===== src/rtl/serial_subtractor_32bit.sv =====
// Bit-serial unsigned subtractor: one full-subtractor cell, LSB first, WIDTH cycles per operation.
// Result and borrow are published one cycle after the FSM enters DONE, together with the done pulse.
module serial_subtractor_32bit #(
  parameter int WIDTH = 32
) (
  input  logic             clk,
  input  logic             rst_n,
  input  logic             start,
  input  logic [WIDTH-1:0] a,
  input  logic [WIDTH-1:0] b,
  input  logic             bin,
  output logic [WIDTH-1:0] diff,
  output logic             bout,
  output logic             busy,
  output logic             done
);

  localparam int CW = $clog2(WIDTH) + 1;
  localparam logic [CW-1:0] LAST_BIT = CW'(WIDTH - 1);

  typedef enum logic [1:0] {
    IDLE  = 2'd0,
    SHIFT = 2'd1,
    DONE  = 2'd2
  } state_t;

  state_t           state_q, state_d;
  logic [WIDTH-1:0] a_q, a_d;
  logic [WIDTH-1:0] b_q, b_d;
  logic [WIDTH-1:0] res_q, res_d;
  logic             br_q, br_d;
  logic [CW-1:0]    cnt_q, cnt_d;
  logic [WIDTH-1:0] diff_q, diff_d;
  logic             bout_q, bout_d;
  logic             busy_q, busy_d;
  logic             done_q, done_d;
  logic [1:0]       cell_s;

  // Returns {borrow_out, difference_bit} of a single full subtractor.
  function automatic logic [1:0] full_sub(input logic ai, input logic bi, input logic br);
    logic d;
    logic br_next;
    d       = ai ^ bi ^ br;
    br_next = (~ai & bi) | (~(ai ^ bi) & br);
    return {br_next, d};
  endfunction

  // Next-state, datapath and output logic.
  always_comb begin
    state_d = state_q;
    a_d     = a_q;
    b_d     = b_q;
    res_d   = res_q;
    br_d    = br_q;
    cnt_d   = cnt_q;
    diff_d  = diff_q;
    bout_d  = bout_q;
    busy_d  = busy_q;
    done_d  = 1'b0;
    cell_s  = full_sub(a_q[0], b_q[0], br_q);

    case (state_q)
      IDLE: begin
        if (start) begin
          a_d     = a;
          b_d     = b;
          br_d    = bin;
          res_d   = '0;
          cnt_d   = '0;
          busy_d  = 1'b1;
          state_d = SHIFT;
        end else begin
          busy_d  = 1'b0;
          state_d = IDLE;
        end
      end
      SHIFT: begin
        a_d   = {1'b0, a_q[WIDTH-1:1]};
        b_d   = {1'b0, b_q[WIDTH-1:1]};
        res_d = {cell_s[0], res_q[WIDTH-1:1]};
        br_d  = cell_s[1];
        // The counter saturates at the last bit, so it never wraps mid-operation.
        if (cnt_q == LAST_BIT) begin
          busy_d  = 1'b0;
          state_d = DONE;
        end else begin
          cnt_d   = cnt_q + CW'(1);
          state_d = SHIFT;
        end
      end
      DONE: begin
        diff_d = res_q;
        bout_d = br_q;
        done_d = 1'b1;
        if (start) begin
          a_d     = a;
          b_d     = b;
          br_d    = bin;
          res_d   = '0;
          cnt_d   = '0;
          busy_d  = 1'b1;
          state_d = SHIFT;
        end else begin
          busy_d  = 1'b0;
          state_d = IDLE;
        end
      end
      default: begin
        busy_d  = 1'b0;
        state_d = IDLE;
      end
    endcase
  end

  // State and datapath registers with asynchronous clear.
  always_ff @(posedge clk or negedge rst_n) begin
    if (!rst_n) begin
      state_q <= IDLE;
      a_q     <= '0;
      b_q     <= '0;
      res_q   <= '0;
      br_q    <= 1'b0;
      cnt_q   <= '0;
      diff_q  <= '0;
      bout_q  <= 1'b0;
      busy_q  <= 1'b0;
      done_q  <= 1'b0;
    end else begin
      state_q <= state_d;
      a_q     <= a_d;
      b_q     <= b_d;
      res_q   <= res_d;
      br_q    <= br_d;
      cnt_q   <= cnt_d;
      diff_q  <= diff_d;
      bout_q  <= bout_d;
      busy_q  <= busy_d;
      done_q  <= done_d;
    end
  end

  assign diff = diff_q;
  assign bout = bout_q;
  assign busy = busy_q;
  assign done = done_q;

endmodule

===== config.mk =====
export PLATFORM = sky130hd
export DESIGN_NAME = serial_subtractor_32bit
export DESIGN_NICKNAME = d
export VERILOG_FILES = /design/src/rtl/serial_subtractor_32bit.sv
export SDC_FILE = /design/constraint.sdc
export NUM_CORES = 1
export LEC_CHECK = 0
export BUFFER_PORTS_ARGS = -buffer_cell sky130_fd_sc_hd__buf_2
export CAP_MARGIN = 20
export CORE_MARGIN = 2
export CORE_UTILIZATION = 45
export DETAILED_ROUTE_END_ITERATION = 8
export GPL_TIMING_DRIVEN = 0
export HOLD_SLACK_MARGIN = 0.08
export MAX_ROUTING_LAYER = met4
export PLACE_DENSITY = 0.7
export SYNTH_ARGS = -nofsm -noshare
export SYNTH_HDL_FRONTEND = slang
export SYNTH_SLANG_ARGS = --single-unit
export TNS_END_PERCENT = 10

===== constraint.sdc =====
create_clock -name clk -period 2.3 [get_ports clk]
set_input_delay 0.345 -clock clk [delete_from_list [all_inputs] [get_ports clk]]
set_output_delay 0.345 -clock clk [all_outputs]
set_load 0.01 [all_outputs]

== Yosys cells after proc, flatten, opt, wreduce, memory -nomap -nowiden ==
Index checks and enable logic that the tools add are counted.

* $add $sub $neg: 1
* Equal/unequal tests: 6
* Muxes and demuxes: 18
* Bitwise operators: 7
* Reductions and logical operators: 5

{| class="wikitable"
|+ Operators with widths
! cell !! number
|-
| $pmux 32 s2 || 3
|-
| $mux 32 || 3
|-
| $mux 6 || 2
|-
| $pmux 6 s2 || 1
|-
| $add 6x1->6 const B || 1
|-
| $eq 6x5->1 const B || 1
|-
| $mux 1 || 5
|-
| $ne 2x2->1 const B || 2
|-
| $pmux 1 s2 || 2
|-
| $pmux 2 s2 || 1
|-
| $reduce_and 3->1 || 1
|-
| $and 1x1->1 || 2
|-
| $eq 2x1->1 const B || 1
|-
| $eq 2x2->1 const B || 1
|-
| $logic_not 2->1 || 1
|-
| $mux 2 || 1
|-
| $ne 2x1->1 const B || 1
|-
| $not 1->1 || 2
|-
| $reduce_and 2->1 || 1
|-
| $reduce_bool 2->1 || 1
|-
| $reduce_or 2->1 || 1
|-
| $xor 1x1->1 || 2
|-
| $or 1x1->1 || 1
|}

* Bits in registers: 140
* Output and inout port bits: 35

== Longest topological paths before layout ==
* Depth in word-level cells: 5
* Depth in mapped cells: 8

== Worst setup path before layout ==
OpenSTA, ideal clock, no wires.

* Path type: reg2reg
* Start point: register cnt_q[0]
* End point: register cnt_q[5]
* Setup time: 0.116 ns
* Arrival: 1.554 ns
* Path slack: 0.630 ns
* Cell stages (with the launch flop): 5
* Path buffers: 0
* Cell sequence: dfrtp_1 -> ha_1 -> or3b_2 -> or4_1 -> o311ai_0

* Longest elaborated chain between the ends: 3
* Elaborated cells between the ends (all ways): 6
* Those cells by class: 1 x add/sub; 2 x eq/ne; 2 x mux; 1 x reduce/logical

{| class="wikitable"
|+ RTL lines
! what !! line !! text
|-
| from (decl) || 32 || <nowiki>logic [CW-1:0] cnt_q, cnt_d;</nowiki>
|-
| from (signal assigned) || 134 || <nowiki>cnt_q <= cnt_d;</nowiki>
|-
| $add 6x1->6 or $eq 6x5->1 (tied branches) || 87, 83 ||
|-
| $mux 6 or $ne 2x2->1 (tied branches) || - ||
|-
| $pmux 6 s2 or $reduce_and 3->1 (tied branches) || - ||
|}

Several ways; a longest one is shown, not always the timed one. The select of a mux whose other input is x is not followed.
A chain may end at the register's enable or synchronous reset.

== Worst setup path in the final report ==
Same ends and word-level chain as after synthesis.

==> metrics.log <==
INFO  metric outcome = finished clean
INFO  metric crit_required = 2.60 ns
INFO  metric synth-edff-count = 0
INFO  metric timing_worst_setup_path_type = flip-flop to flip-flop
INFO  metric fin_crit_sh = 78.4%
INFO  metric design.core.area = 13100 um^2
INFO  metric cts.repair_timing.setup_buffer_count = 0
INFO  metric die_width = 119 um
INFO  metric clkSlewWorstSetupHoldPaths = 0.06 ns
INFO  metric synth_ff_type = sky130_fd_sc_hd__dfrtp_1
INFO  metric stdcell_count = 805
INFO  metric cap_violations = 0
INFO  metric comb_power_share = 3.6%
INFO  metric multi_input_comb_area = 2220 um^2
INFO  metric wl_per_cell = 15.9 um
INFO  metric synth.cell_area = 6000 um^2
INFO  metric layout.cells.most_common_list = sky130_fd_sc_hd__dfrtp_1 (140), sky130_fd_sc_hd__buf_2 (113), sky130_fd_sc_hd__nand3_1 (68)
INFO  metric timing.max_slew.rel_slack = 49.7%
INFO  metric power.share.sequential = 45.1%
INFO  metric critPathBufInv = 0
INFO  metric crit_cells = 4
INFO  metric quantity_of_i_o_buffers_inserted_on_ports = 102
INFO  metric sequential_cell_area = 3500 um^2
INFO  metric area.growth.synth_to_final = 23.8%
INFO  metric clock_power_share = 51.3%
INFO  metric cts_buffer_depth = 2
INFO  metric number_of_gates_given_a_new_drive_strength_after_cts = 0
INFO  metric floorplan.initialDensity = 45.6%
INFO  metric measured_slew_at_the_worst_slew_check_pin = 0.755 ns
INFO  metric wire_length_of_the_first_global_routing_pass = 21.5 mm
INFO  metric finalWirelength = 12.8 mm
INFO  metric yosys.cell_types.count = 35
INFO  metric drt-initial-drc-count = 236
INFO  metric crit_path_top_delay_cell = sky130_fd_sc_hd__or3b_2
INFO  metric cts_tree = built
INFO  metric final.setup.tns = 0 ns
INFO  metric powerDensity = 783 nW/um^2
INFO  metric antenna_left = 0
INFO  metric boundaryPins = 103
INFO  metric power_report.internal_total = 4.59 mW
INFO  metric timing_max_transition_violations_final = 0
INFO  metric clock-skew-final = 0.00468 ns
INFO  metric number_of_global_route_vias_before_repair = 4389
INFO  metric gp_congestion = 0.773
INFO  metric finalSetupViolCount = 0
INFO  metric dr.pass1.iters = 4
INFO  metric antenna_violations_before_repair = 0
INFO  metric drive_above_1_share = 29.9%
INFO  metric p_sw_share = 21.0%
INFO  metric gr-total-overflow = 0
INFO  metric rows = 42
INFO  metric irDropWorstVdd = 0.000379 V
INFO  metric syn_avg_cell_area = 12.2 um^2
INFO  metric hold_depth = 3
INFO  metric placedCellCount = 771
INFO  metric final.min_clock_period = 1.80 ns
INFO  metric floorplan.die.height = 119 um
INFO  metric yosys_register_bits = 140
INFO  metric vias_per_cell = 5.34
INFO  metric sequential_fraction_of_the_synthesis_area = 58.4%
INFO  metric grt_setup_unrepaired = false
INFO  metric synthArstFlopShare = 100%
INFO  metric rr_worst_depth = 4
INFO  metric startpoint_type_of_the_worst_setup_path = flip-flop
INFO  metric clkSinkCount = 140
INFO  metric worstSetupEndpointType = flip-flop
INFO  metric clkLatencyLatePin = 0.41 ns
INFO  metric numCtsBuffers = 17
INFO  metric timing.final.hold_violations = 0
INFO  metric via_count = 4295
INFO  metric p_leak = 3.95 nW
INFO  metric clock_tree.htree_level_count = 4
INFO  metric hold_path_class = input port to flip-flop
INFO  metric timing.critical_path.fanout_max = 6
INFO  metric p_total = 5.81 mW
INFO  metric number_of_nets_in_the_finished_design = 685
INFO  metric hpwlAfterDp = 8.63 mm
INFO  metric synthesis.yosys.warnings = 0
INFO  metric groute.usage.overall = 19.6%
INFO  metric slowest_delay = 0.46 ns
INFO  metric worst-endpoint-arrival = 2.10 ns
INFO  metric grt_max_degree = 88
INFO  metric cts_root_buf = sky130_fd_sc_hd__clkbuf_16
INFO  metric number_of_instances_in_the_synthesized_netlist = 492
INFO  metric worstPathCellList = ha_1 -> or3b_2 -> or4_1 -> o311ai_0
INFO  metric switching_power = 1.22 mW
INFO  metric net_count_after_synthesis = 562
INFO  metric timing.critical_path.max_delay_family = simple AND/OR/NAND/NOR gates
INFO  metric die-area = 14300 um^2
INFO  metric maximum_achievable_frequency = 0.555 GHz
INFO  metric drc = 0
INFO  metric final.fill_count = 1144
INFO  metric layout.cells.most_common = sky130_fd_sc_hd__dfrtp_1
-- logic make-up (layout without fill, tap and decap cells) --
logic type / count (synthesis) / in the layout / share of synthesized area, %
compound gates: 109 / 109 / 11.6
fa+ha+maj: 2 / 2 / 0.543
buf+inv: 53 / 189 / 4.47
flops: 140 / 140 / 58.4
mux: 99 / 99 / 17.2
other cells: 0 / 1 / 0
simple gates: 89 / 89 / 7.74
-- cells in the mapped netlist, types with 2 or more instances --
| cell | number | area share, % |
|---|---|---|
| sky130_fd_sc_hd__clkbuf_1 | 23 | 1.4 |
| sky130_fd_sc_hd__o21ai_1 | 13 | 1.1 |
| sky130_fd_sc_hd__nand2b_1 | 4 | 0.42 |
| sky130_fd_sc_hd__nand2_1 | 5 | 0.31 |
| sky130_fd_sc_hd__o21ai_0 | 55 | 4.6 |
| sky130_fd_sc_hd__a22o_1 | 32 | 4.7 |
| sky130_fd_sc_hd__inv_1 | 9 | 0.56 |
| sky130_fd_sc_hd__nor2b_1 | 2 | 0.21 |
| sky130_fd_sc_hd__buf_2 | 12 | 1.0 |
| sky130_fd_sc_hd__dfrtp_1 | 140 | 58 |
| sky130_fd_sc_hd__mux2_2 | 32 | 6.0 |
| sky130_fd_sc_hd__buf_6 | 7 | 1.3 |
| sky130_fd_sc_hd__o311ai_0 | 2 | 0.29 |
| sky130_fd_sc_hd__o211ai_1 | 2 | 0.25 |
| sky130_fd_sc_hd__nand3_1 | 68 | 5.7 |
| sky130_fd_sc_hd__mux2i_1 | 67 | 11 |
-- final cells by class --
type | count | share of cell area (%)
multi-input cells | 299 | 30.0
clock inverters | 14 | 2.95
clock buffers | 18 | 5.78
inverters | 9 | 0.455
diodes | 1 | 0.0337
well taps | 176 | 2.97
repair buffers | 104 | 7.47
plain buffers | 44 | 3.15
flip-flops and latches | 140 | 47.2
-- flip-flops by register name, indices dropped and copies added (netlist names) --
| signal | count |
|---|---|
| done | 1 |
| diff | 32 |
| a_q | 32 |
| state_q | 2 |
| bout | 1 |
| busy | 1 |
| cnt_q | 6 |
| res_q | 32 |
| br_q | 1 |
| b_q | 32 |
-- timing repair --
item | CTS | global route
hold endpoints to repair | 53 | 0
setup endpoints to repair | 0 | 0
hold buffers | 1 | 0
-- routing by layer --
layer  vias to the layer above  global-route usage, %  share of wire, %
li1                       2042                      -                 -
met3                        18                   4.98               5.0
met1                      2121                   26.1                46
met2                       114                   29.3                47
met4                         0                   7.06               1.3
met5                         -                      -                 0
-- final timing paths --
kind / from / to / slack [ns]
setup / recovery: cnt_q[0]$_DFFE_PN0P_ / cnt_q[5]$_DFFE_PN0P_ / 0.50
hold / removal: b[18] / b_q[18]$_DFFE_PN0P_ / 0.21
setup reg to reg: cnt_q[0]$_DFFE_PN0P_ / cnt_q[5]$_DFFE_PN0P_ / 0.50
hold reg to reg: bout$_DFFE_PN0N_ / bout$_DFFE_PN0N_ / 0.49
max in group asynchronous: rst_n / b_q[7]$_DFFE_PN0P_ / 1.07
min in group asynchronous: rst_n / diff[20]$_DFFE_PN0N_ / 0.45
-- through the flow --
stage / util [%] / instance area [um^2] / setup WS [ns] / hold WS, ns
after floorplan: - / 6000 / 0.630 / 0.0494
after global placement: 51.2 / 6730 / -0.964 / 0.462
after detailed placement: 51.5 / 6760 / 0.522 / 0.334
after CTS: 56.5 / 7420 / 0.507 / 0.194
after global routing: 56.5 / 7420 / 0.351 / 0.204
final: 56.5 / 7420 / 0.498 / 0.211
-- power by group through the flow --
stage	clock network, mW	logic (mW)	registers (mW)
finish	2.98	0.208	2.62
detailed placement	0	0.209	2.66
global placement	0	0.195	2.66
floorplan	0	0.0821	2.64
CTS	3.05	0.214	2.62
global route	3.17	0.234	2.63
-- worst reg2reg max path, cell delays in order (launching register included) --
cell                       delay (ns)
sky130_fd_sc_hd__dfrtp_1         0.44
sky130_fd_sc_hd__ha_1            0.28
sky130_fd_sc_hd__or3b_2          0.46
sky130_fd_sc_hd__or4_1           0.41
sky130_fd_sc_hd__o311ai_0        0.10
No activity file was read; power rests on OpenSTA's default activity.
